## src/rtl/serial_receiver.sv

```systemverilog
// Reassembles MSB-first SIZE-bit chunks into DinLENGTH-bit words; optional idle-gap abort via RX_TIMEOUT_EN.
// Latency: DataValid rises on the edge that samples the last chunk.
// Backpressure: one-deep holding register; a word completing while it is full and not drained is dropped (sticky Overrun).
module serial_receiver #(
    parameter int DinLENGTH = 32,
    parameter int SIZE      = 4,
    parameter int TIMEOUT   = 16
) (
    input  logic                 Clk,
    input  logic                 ResetN,
    input  logic [SIZE-1:0]      DataIn,
    input  logic                 ChunkValid,
    input  logic                 FrameStart,
    input  logic                 DataReady,
    input  logic                 ClearStatus,
    output logic [DinLENGTH-1:0] DataOut,
    output logic                 DataValid,
    output logic                 RxBusy,
    output logic                 Overrun,
    output logic                 FrameError
);

    localparam int CHUNKS = DinLENGTH / SIZE;
    localparam int CNTW   = $clog2(CHUNKS) + 1;
    localparam logic [CNTW-1:0] LASTCNT = CNTW'(CHUNKS - 1);

    localparam logic [0:0] IDLE    = 1'b0;
    localparam logic [0:0] COLLECT = 1'b1;

    generate
        if ((DinLENGTH % SIZE) != 0 || TIMEOUT < 1) begin : gBadParams
            $error("serial_receiver: DinLENGTH must be a multiple of SIZE and TIMEOUT >= 1");
        end
    endgenerate

    logic [0:0]           state;
    logic [DinLENGTH-1:0] shiftReg;
    logic [DinLENGTH-1:0] shiftedWord;
    logic [DinLENGTH-1:0] newWord;
    logic [CNTW-1:0]      chunkCnt;
    logic                 wordDone;
    logic                 canLoad;
    logic                 timeoutHit;

    always_comb begin
        shiftedWord = (shiftReg << SIZE) | DinLENGTH'(DataIn);
        newWord     = (state == IDLE) ? DinLENGTH'(DataIn) : shiftedWord;
        wordDone    = ChunkValid &&
                      (((state == IDLE) && FrameStart && (CHUNKS == 1)) ||
                       ((state == COLLECT) && !FrameStart && (chunkCnt == LASTCNT)));
        // Holding register can take a word if empty or being drained this cycle.
        canLoad     = !DataValid || DataReady;
    end

    assign RxBusy = (state == COLLECT);

`ifdef RX_TIMEOUT_EN
    localparam int GAPW = $clog2(TIMEOUT + 1);
    localparam logic [GAPW-1:0] GAPLAST = GAPW'(TIMEOUT - 1);

    logic [GAPW-1:0] gapCnt;

    assign timeoutHit = (state == COLLECT) && !ChunkValid && (gapCnt == GAPLAST);

    always_ff @(posedge Clk or negedge ResetN) begin
        if (!ResetN) begin
            gapCnt <= '0;
        end else if ((state != COLLECT) || ChunkValid || timeoutHit) begin
            gapCnt <= '0;
        end else begin
            gapCnt <= gapCnt + GAPW'(1);
        end
    end
`else
    assign timeoutHit = 1'b0;
`endif

    always_ff @(posedge Clk or negedge ResetN) begin
        if (!ResetN) begin
            state      <= IDLE;
            shiftReg   <= '0;
            chunkCnt   <= '0;
            FrameError <= 1'b0;
        end else begin
            FrameError <= 1'b0;
            case (state)
                IDLE: begin
                    if (ChunkValid) begin
                        if (FrameStart) begin
                            shiftReg <= DinLENGTH'(DataIn);
                            if (CHUNKS == 1) begin
                                chunkCnt <= '0;
                            end else begin
                                chunkCnt <= CNTW'(1);
                                state    <= COLLECT;
                            end
                        end else begin
                            FrameError <= 1'b1;
                        end
                    end
                end
                default: begin
                    if (ChunkValid) begin
                        if (FrameStart) begin
                            // Restart: the interrupting chunk becomes chunk 1 of a new word.
                            FrameError <= 1'b1;
                            shiftReg   <= DinLENGTH'(DataIn);
                            chunkCnt   <= CNTW'(1);
                        end else begin
                            shiftReg <= shiftedWord;
                            if (chunkCnt == LASTCNT) begin
                                chunkCnt <= '0;
                                state    <= IDLE;
                            end else begin
                                chunkCnt <= chunkCnt + CNTW'(1);
                            end
                        end
                    end else if (timeoutHit) begin
                        FrameError <= 1'b1;
                        shiftReg   <= '0;
                        chunkCnt   <= '0;
                        state      <= IDLE;
                    end
                end
            endcase
        end
    end

    always_ff @(posedge Clk or negedge ResetN) begin
        if (!ResetN) begin
            DataOut   <= '0;
            DataValid <= 1'b0;
            Overrun   <= 1'b0;
        end else begin
            if (wordDone && canLoad) begin
                DataOut   <= newWord;
                DataValid <= 1'b1;
            end else if (DataValid && DataReady) begin
                DataValid <= 1'b0;
            end
            // A fresh overrun takes priority over ClearStatus.
            if (wordDone && !canLoad) begin
                Overrun <= 1'b1;
            end else if (ClearStatus) begin
                Overrun <= 1'b0;
            end
        end
    end

endmodule

```

## config.mk

```make
export PLATFORM = sky130hd
export DESIGN_NAME = serial_receiver
export DESIGN_NICKNAME = d
export VERILOG_FILES = /design/src/rtl/serial_receiver.sv
export SDC_FILE = /design/constraint.sdc
export NUM_CORES = 1
export LEC_CHECK = 0
export BUFFER_PORTS_ARGS = -buffer_cell sky130_fd_sc_hd__buf_2
export CORE_UTILIZATION = 35
export DETAILED_ROUTE_END_ITERATION = 7
export SYNTH_ARGS = -nofsm -noshare
export SYNTH_HDL_FRONTEND = slang
export SYNTH_SLANG_ARGS = --single-unit
```

## constraint.sdc

```tcl
create_clock -name Clk -period 1.75 [get_ports Clk]
set_input_delay 0.175 -clock Clk [delete_from_list [all_inputs] [get_ports Clk]]
set_output_delay 0.175 -clock Clk [all_outputs]
set_load 0.05 [all_outputs]
```

==> flow_metrics.py, run 1 <==
metrics = {
    "run_status": {
        "outcome": "finished clean",
    },
    "die": {
        "die_h_um": 91.0,
        "die_w_um": 91.0,
        "initial_utilization_pct": 36.1,
        "pin_count": 46,
        "core_area_um2": 7690,
        "dieArea_um2": 8280,
        "rows": 32,
    },
    "logic_synthesis": {
        "avgSynthCellArea_um2": 12.3,
        "yosys_warnings": 0,
        "synth_seq_area_share_pct": 61.4,
        "synth.top_cell.area_share_pct": 61.4,
        "synth_seq_cells": 68,
        "synth.distinct_cells": 25,
        "syn_nets": 237,
        "syn-cell-area_um2": 2770,
        "netlist_instances": 226,
        "synthTopCellsByArea": "dfrtp_1 (61%), mux2i_1 (10%), a22o_1 (8.2%)",
        "synth_top_cell_by_area": "dfrtp_1",
    },
    "sta": {
        "fin_crit_sh_pct": 93.7,
        "fin_skew_ps": 9.59,
        "rsz0062_at_grt": "false",
        "hold_viol": 0,
        "finalCriticalPeriod_ps": 1640,
        "worst_slew_pin_slew_ps": 447,
        "max-slew-margin-rel_pct": 70.2,
        "finalSetupViolations": 0,
        "max_freq_mhz": 610,
        "slew_violations": 0,
    },
    "worst_setup_path": {
        "crit_type": "reg -> out",
        "required_ps": 1570,
        "worst-endpoint-arrival_ps": 1460,
        "path_max_fanout": 28,
        "endpoint_kind": "primary output",
        "crit_path_start_kind": "register",
        "rrSetupSlack_ps": 120,
    },
    "final_layout": {
        "diodes": 0,
        "final_cell_mix": "dfrtp_1 (67), buf_2 (45), nand2_1 (32)",
        "final_core_util_pct": 43.4,
        "final_common_cell": "dfrtp_1",
        "fin_cells": 383,
        "fin_nets": 287,
        "syn2layout_area_growth_pct": 20.4,
        "fill_cells": 771,
        "drive_gt1_share_pct": 28.8,
    },
    "placed_design": {
        "dp_cells": 366,
        "dp_hpwl_mm": 3.43,
        "routabilityCongestion": 0.746,
        "portBuffers": 45,
    },
    "power_and_ir_drop": {
        "power.total_mw": 5.58,
        "power.density_nw_per_um2": 1670,
        "peakVddDrop_mv": 0.678,
        "p_leak_nw": 1.61,
    },
    "job": {
        "max_cap_violations": 0,
    },
    "drt": {
        "vias_per_cell": 4.60,
        "drt_iter0_drc": 75,
        "vias": 1760,
        "drc": 0,
        "totalWireLength_mm": 5.25,
        "drt_pass1_iterations": 4,
        "final_antenna_net_count": 0,
        "wl_per_cell_um": 13.7,
    },
    "clock_network": {
        "clk-insertion-delay-late_ps": 350,
        "clkTransAtPathRegs_ps": 70,
        "cts_htree_levels": 3,
        "numCtsBuffers": 9,
        "cts_buffer_depth": 2,
        "cts_tree": "yes",
        "cts_sinks": 68,
        "root_buffer": "clkbuf_8",
    },
    "global_routing": {
        "grtUsageMet2_pct": 22.3,
        "grt_first_pass_wirelength_mm": 8.99,
        "antenna_found_initial": 0,
        "use_met3_pct": 6.11,
        "use_met1_pct": 17.7,
        "track_usage_pct": 14.2,
        "grt_pass1_vias": 1822,
        "top_usage_layer": "met2",
        "grt_max_degree": 69,
        "globalRouteOverflowTotal": 0,
    },
    "hold_path": {
        "min_path_type": "in -> reg",
    },
}
## kinds of logic after synthesis
family	after synthesis	synth area share [%]
adders and majority gates	1	0.451
DFF	68	61.4
buffers and inverters	46	7.40
AOI/OAI and AO/OA	33	9.97
and+or+nand+nor	40	6.50
muxes	37	14.0
xor gates and xnor gates	1	0.316
## cells in the mapped netlist
library cell  instances
nor3_1                1
mux2i_1              29
a22o_1               26
nand2b_1              1
clkbuf_1              8
buf_2                 2
a31oi_1               1
and3_4                1
o22ai_1               2
o21ai_0               2
buf_6                 3
nor3b_1               1
nand2_1              32
nand4_1               1
buf_4                 2
ha_1                  1
a221o_1               1
xnor2_1               1
mux2_2                6
mux2_4                2
dfrtp_1              68
a311o_1               1
and2_1                1
inv_1                31
and3b_1               2
## stage by stage
step                hold WS (ps)  area [um2]  setup TNS [ps]  setup slack, ps
floorplan                   -121        2780           -71.7            -35.9
global placement             225        3130               0              200
detailed placement           227        3130               0             99.8
CTS                         1.13        3340               0             60.0
global route                8.29        3340               0             3.73
finish                      17.9        3340               0              111
## worst max-delay path: stages, from the launching register on
cell and delay (ps):
dfrtp_2 470, buf_4 330, buf_2 330
## layer usage
layer	up-vias	wire length [um]
met2	43	2470
met4	0	53
met1	852	2480
met5	-	0
met3	5	251
li1	860	-
## state kept, by name, indices dropped and copies added, names as in the netlist
name and cells:
shiftReg 28, RxBusy 1, DataValid 1, DataOut 32, chunkCnt 4, Overrun 1, FrameError 1
## power by group
| part | total, mW | internal, mW | switching (mW) | leakage, nW |
|---|---|---|---|---|
| Combinational | 2.08 | 0.521 | 1.56 | 0.701 |
| Clock | 1.28 | 0.664 | 0.620 | 0.0958 |
| Sequential | 2.21 | 1.97 | 0.244 | 0.814 |
## area by class of cell
class	instances	area (um2)	area share (%)
clock inverter	7	76.3	2.29
sequential	68	1700	51.0
inverter	31	116	3.49
clock buffer	9	124	3.71
tap	102	128	3.82
timing repair buffer	54	320	9.60
multi-input combinational	112	871	26.1
## path summary, 6_finish.rpt
check                               endpoint  depth (start not counted)    startpoint
worst max-delay path                  RxBusy                          2        RxBusy
worst min-delay path                 Overrun                          2   ClearStatus
worst max register to register   DataOut[24]                          5   chunkCnt[0]
worst min register to register  shiftReg[27]                          1  shiftReg[27]
max in group asynchronous             RxBusy                          3        ResetN
min in group asynchronous        DataOut[21]                          3        ResetN
## what timing repair did
| action | in CTS | in global routing |
|---|---|---|
| setup buffers | 0 | 0 |
| hold buffers | 1 | 0 |
| gates resized for setup | 0 | 1 |
| endpoints found under the hold margin | 68 | 0 |
| setup endpoints to repair | 0 | 7 |
Power figures use the tool's default switching activity.
==> run 2: changes to the inputs <==
==> constraint.sdc (replaced) <==
create_clock -name Clk -period 1.75 [get_ports Clk]
set_input_delay 0.35 -clock Clk [delete_from_list [all_inputs] [get_ports Clk]]
set_output_delay 0.35 -clock Clk [all_outputs]
set_load 0.05 [all_outputs]
==> run 2 against run 1 <==
Compared with the run above: utilization shrank 0.11 points; routed wire length grew 1.5%; global-route usage shrank 0.18 points; sequential power is essentially flat; combinational power is essentially flat; flip-flop and latch count is the same; count of clock-buffer cells in the layout grew 2; final cell count is the same; die area is the same; first-iteration DRC count grew 36%; non-clock buffer count is the same; largest cell class unchanged.
==> flow_metrics.py, run 2 (synthesized netlist as in run 1, its figures left out) <==
metrics = {
    "run_status": {
        "outcome": "finished clean",
    },
    "final_layout": {
        "largest_reg_flops": 32,
        "final_cell_mix": "dfrtp_1 (67), buf_2 (44), nand2_1 (32)",
        "drive_gt1_share_pct": 29.2,
        "regMostFlops": "DataOut",
        "fin_nets": 287,
        "final_common_cell": "dfrtp_1",
        "syn2layout_area_growth_pct": 20.1,
        "diodes": 0,
        "top_regs": "DataOut: 32 flops, shiftReg: 28 flops, chunkCnt: 4 flops",
        "design_area_um2": 3330,
    },
    "die": {
        "dieArea_um2": 8280,
        "initial_utilization_pct": 36.1,
        "die_w_um": 91.0,
        "pin_count": 46,
        "rows": 32,
        "die_h_um": 91.0,
        "core_area_um2": 7690,
    },
    "clock_network": {
        "cts_tree": "yes",
        "root_buffer": "clkbuf_8",
        "holdBufCountCts": 0,
        "clk-insertion-delay-late_ps": 340,
        "clkTransAtPathRegs_ps": 80,
        "cts_buffer_depth": 2,
        "cts_htree_levels": 3,
        "numCtsBuffers": 9,
        "cts_sinks": 68,
    },
    "drt": {
        "drt_iter0_drc": 102,
        "totalWireLength_mm": 5.33,
        "drc": 0,
        "vias_per_cell": 4.72,
        "wl_per_cell_um": 13.9,
        "vias": 1807,
        "drt_pass1_iterations": 4,
        "final_antenna_net_count": 0,
    },
    "placed_design": {
        "place_area_um2": 3130,
        "portBuffers": 45,
        "routabilityCongestion": 0.763,
        "preCtsSetupSlack_ps": 93.3,
        "dp_hpwl_mm": 3.41,
    },
    "worst_setup_path": {
        "crit_path_start_kind": "register",
        "worstPathBufferInverterCount": 1,
        "crit_chain": "ha_1 > and3b_2 > and3_4 > buf_12 > mux2i_1",
        "endpoint_kind": "register",
        "required_ps": 2010,
        "crit_family": "simple AND/OR/NAND/NOR gates",
        "cpMaxStageDelayCell": "dfrtp_1",
        "cpPeakStageDelay_ps": 390,
        "path_max_fanout": 20,
        "crit_type": "reg -> reg",
        "worst-endpoint-arrival_ps": 1900,
    },
    "global_routing": {
        "track_usage_pct": 14.1,
        "grt_pass1_vias": 1864,
        "grt_first_pass_wirelength_mm": 9.03,
        "grt_max_degree": 69,
        "antenna_found_initial": 0,
        "globalRouteOverflowTotal": 0,
    },
    "power_and_ir_drop": {
        "p_leak_nw": 1.61,
        "power.density_nw_per_um2": 1650,
        "peakVddDrop_mv": 0.614,
    },
    "sta": {
        "worst_slew_pin_slew_ps": 439,
        "rsz0062_at_grt": "false",
        "fin_crit_sh_pct": 93.7,
        "finalCriticalPeriod_ps": 1640,
        "slew_violations": 0,
        "max_freq_mhz": 610,
        "finalSetupViolations": 0,
        "hold_viol": 0,
        "fin_ws_ps": 111,
        "fin_skew_ps": 6.57,
        "max-slew-margin-rel_pct": 70.8,
        "whs_ps": 18.9,
    },
    "job": {
        "max_cap_violations": 0,
    },
    "hold_path": {
        "min_path_type": "in -> async",
    },
}
-- run 2: changes by cell type in the layout (fill, tap and decap cells not counted), sizes merged --
| cell | change |
|---|---|
| clkbuf | +3 |
| bufinv | -1 |
| clkinv | -1 |
| clkinvlp | +1 |
| dlygate4sd3 | -1 |
| inv | -1 |
-- run 2: layout make-up --
class | count | area (um2)
fillers | 770 | 4360
clock inverters | 5 | 36.3
repair buffers | 54 | 324
inverters | 31 | 116
clock buffers | 11 | 151
multi-input cells | 112 | 871
flip-flops and latches | 68 | 1700
well taps | 102 | 128
-- run 2: worst register-to-register path: stages (launching register included) --
cell	delay, ps
dfrtp_1	390
ha_1	220
and3b_2	240
and3_4	280
buf_12	200
mux2i_1	230
-- run 2: where the power goes --
group,internal [mW],total [mW],switching [mW],leakage [nW]
Sequential,1.97,2.20,0.231,0.814
Combinational,0.526,2.10,1.57,0.704
Clock,0.591,1.19,0.602,0.0876
-- run 2: path summary, 6_finish.rpt --
| kind | start | endpoint | slack (ps) | cells past startpoint |
|---|---|---|---|---|
| max | chunkCnt[0] | DataOut[29] | 110 | 5 |
| min | ResetN | DataOut[21] | 20 | 2 |
| min reg2reg | shiftReg[24] | shiftReg[24] | 500 | 1 |
| max reg2reg | chunkCnt[0] | DataOut[29] | 110 | 5 |
| max in group asynchronous | ResetN | RxBusy | 1420 | 2 |
| min in group Clk | ClearStatus | Overrun | 200 | 2 |
-- run 2: repair_timing --
action / CTS / global route
endpoints found under the setup margin: 0 / 13
buffers inserted: 0 / 0
gates resized for setup: 0 / 3
endpoints found under the hold margin: 0 / 0
-- run 2: metrics by stage --
step	power (mW)	std cells	util [%]	setup TNS, ps
after floorplan	3.83	226	-	-71.7
after global placement	4.32	367	40.8	0
after detailed placement	4.35	367	40.8	0
after CTS	5.56	383	43.2	0
after global routing	5.79	383	43.3	0
final	5.49	383	43.3	0
-- run 2: metal layers --
metal | routed length, um | up-vias | track usage, % | share of wire, %
met2 | 2430 | 45 | 21.5 | 46
li1 | - | 855 | - | -
met4 | 115 | 0 | 7.41 | 2.2
met5 | 0 | - | 0 | 0
met1 | 2560 | 893 | 18.6 | 48
met3 | 229 | 14 | 3.18 | 4.3
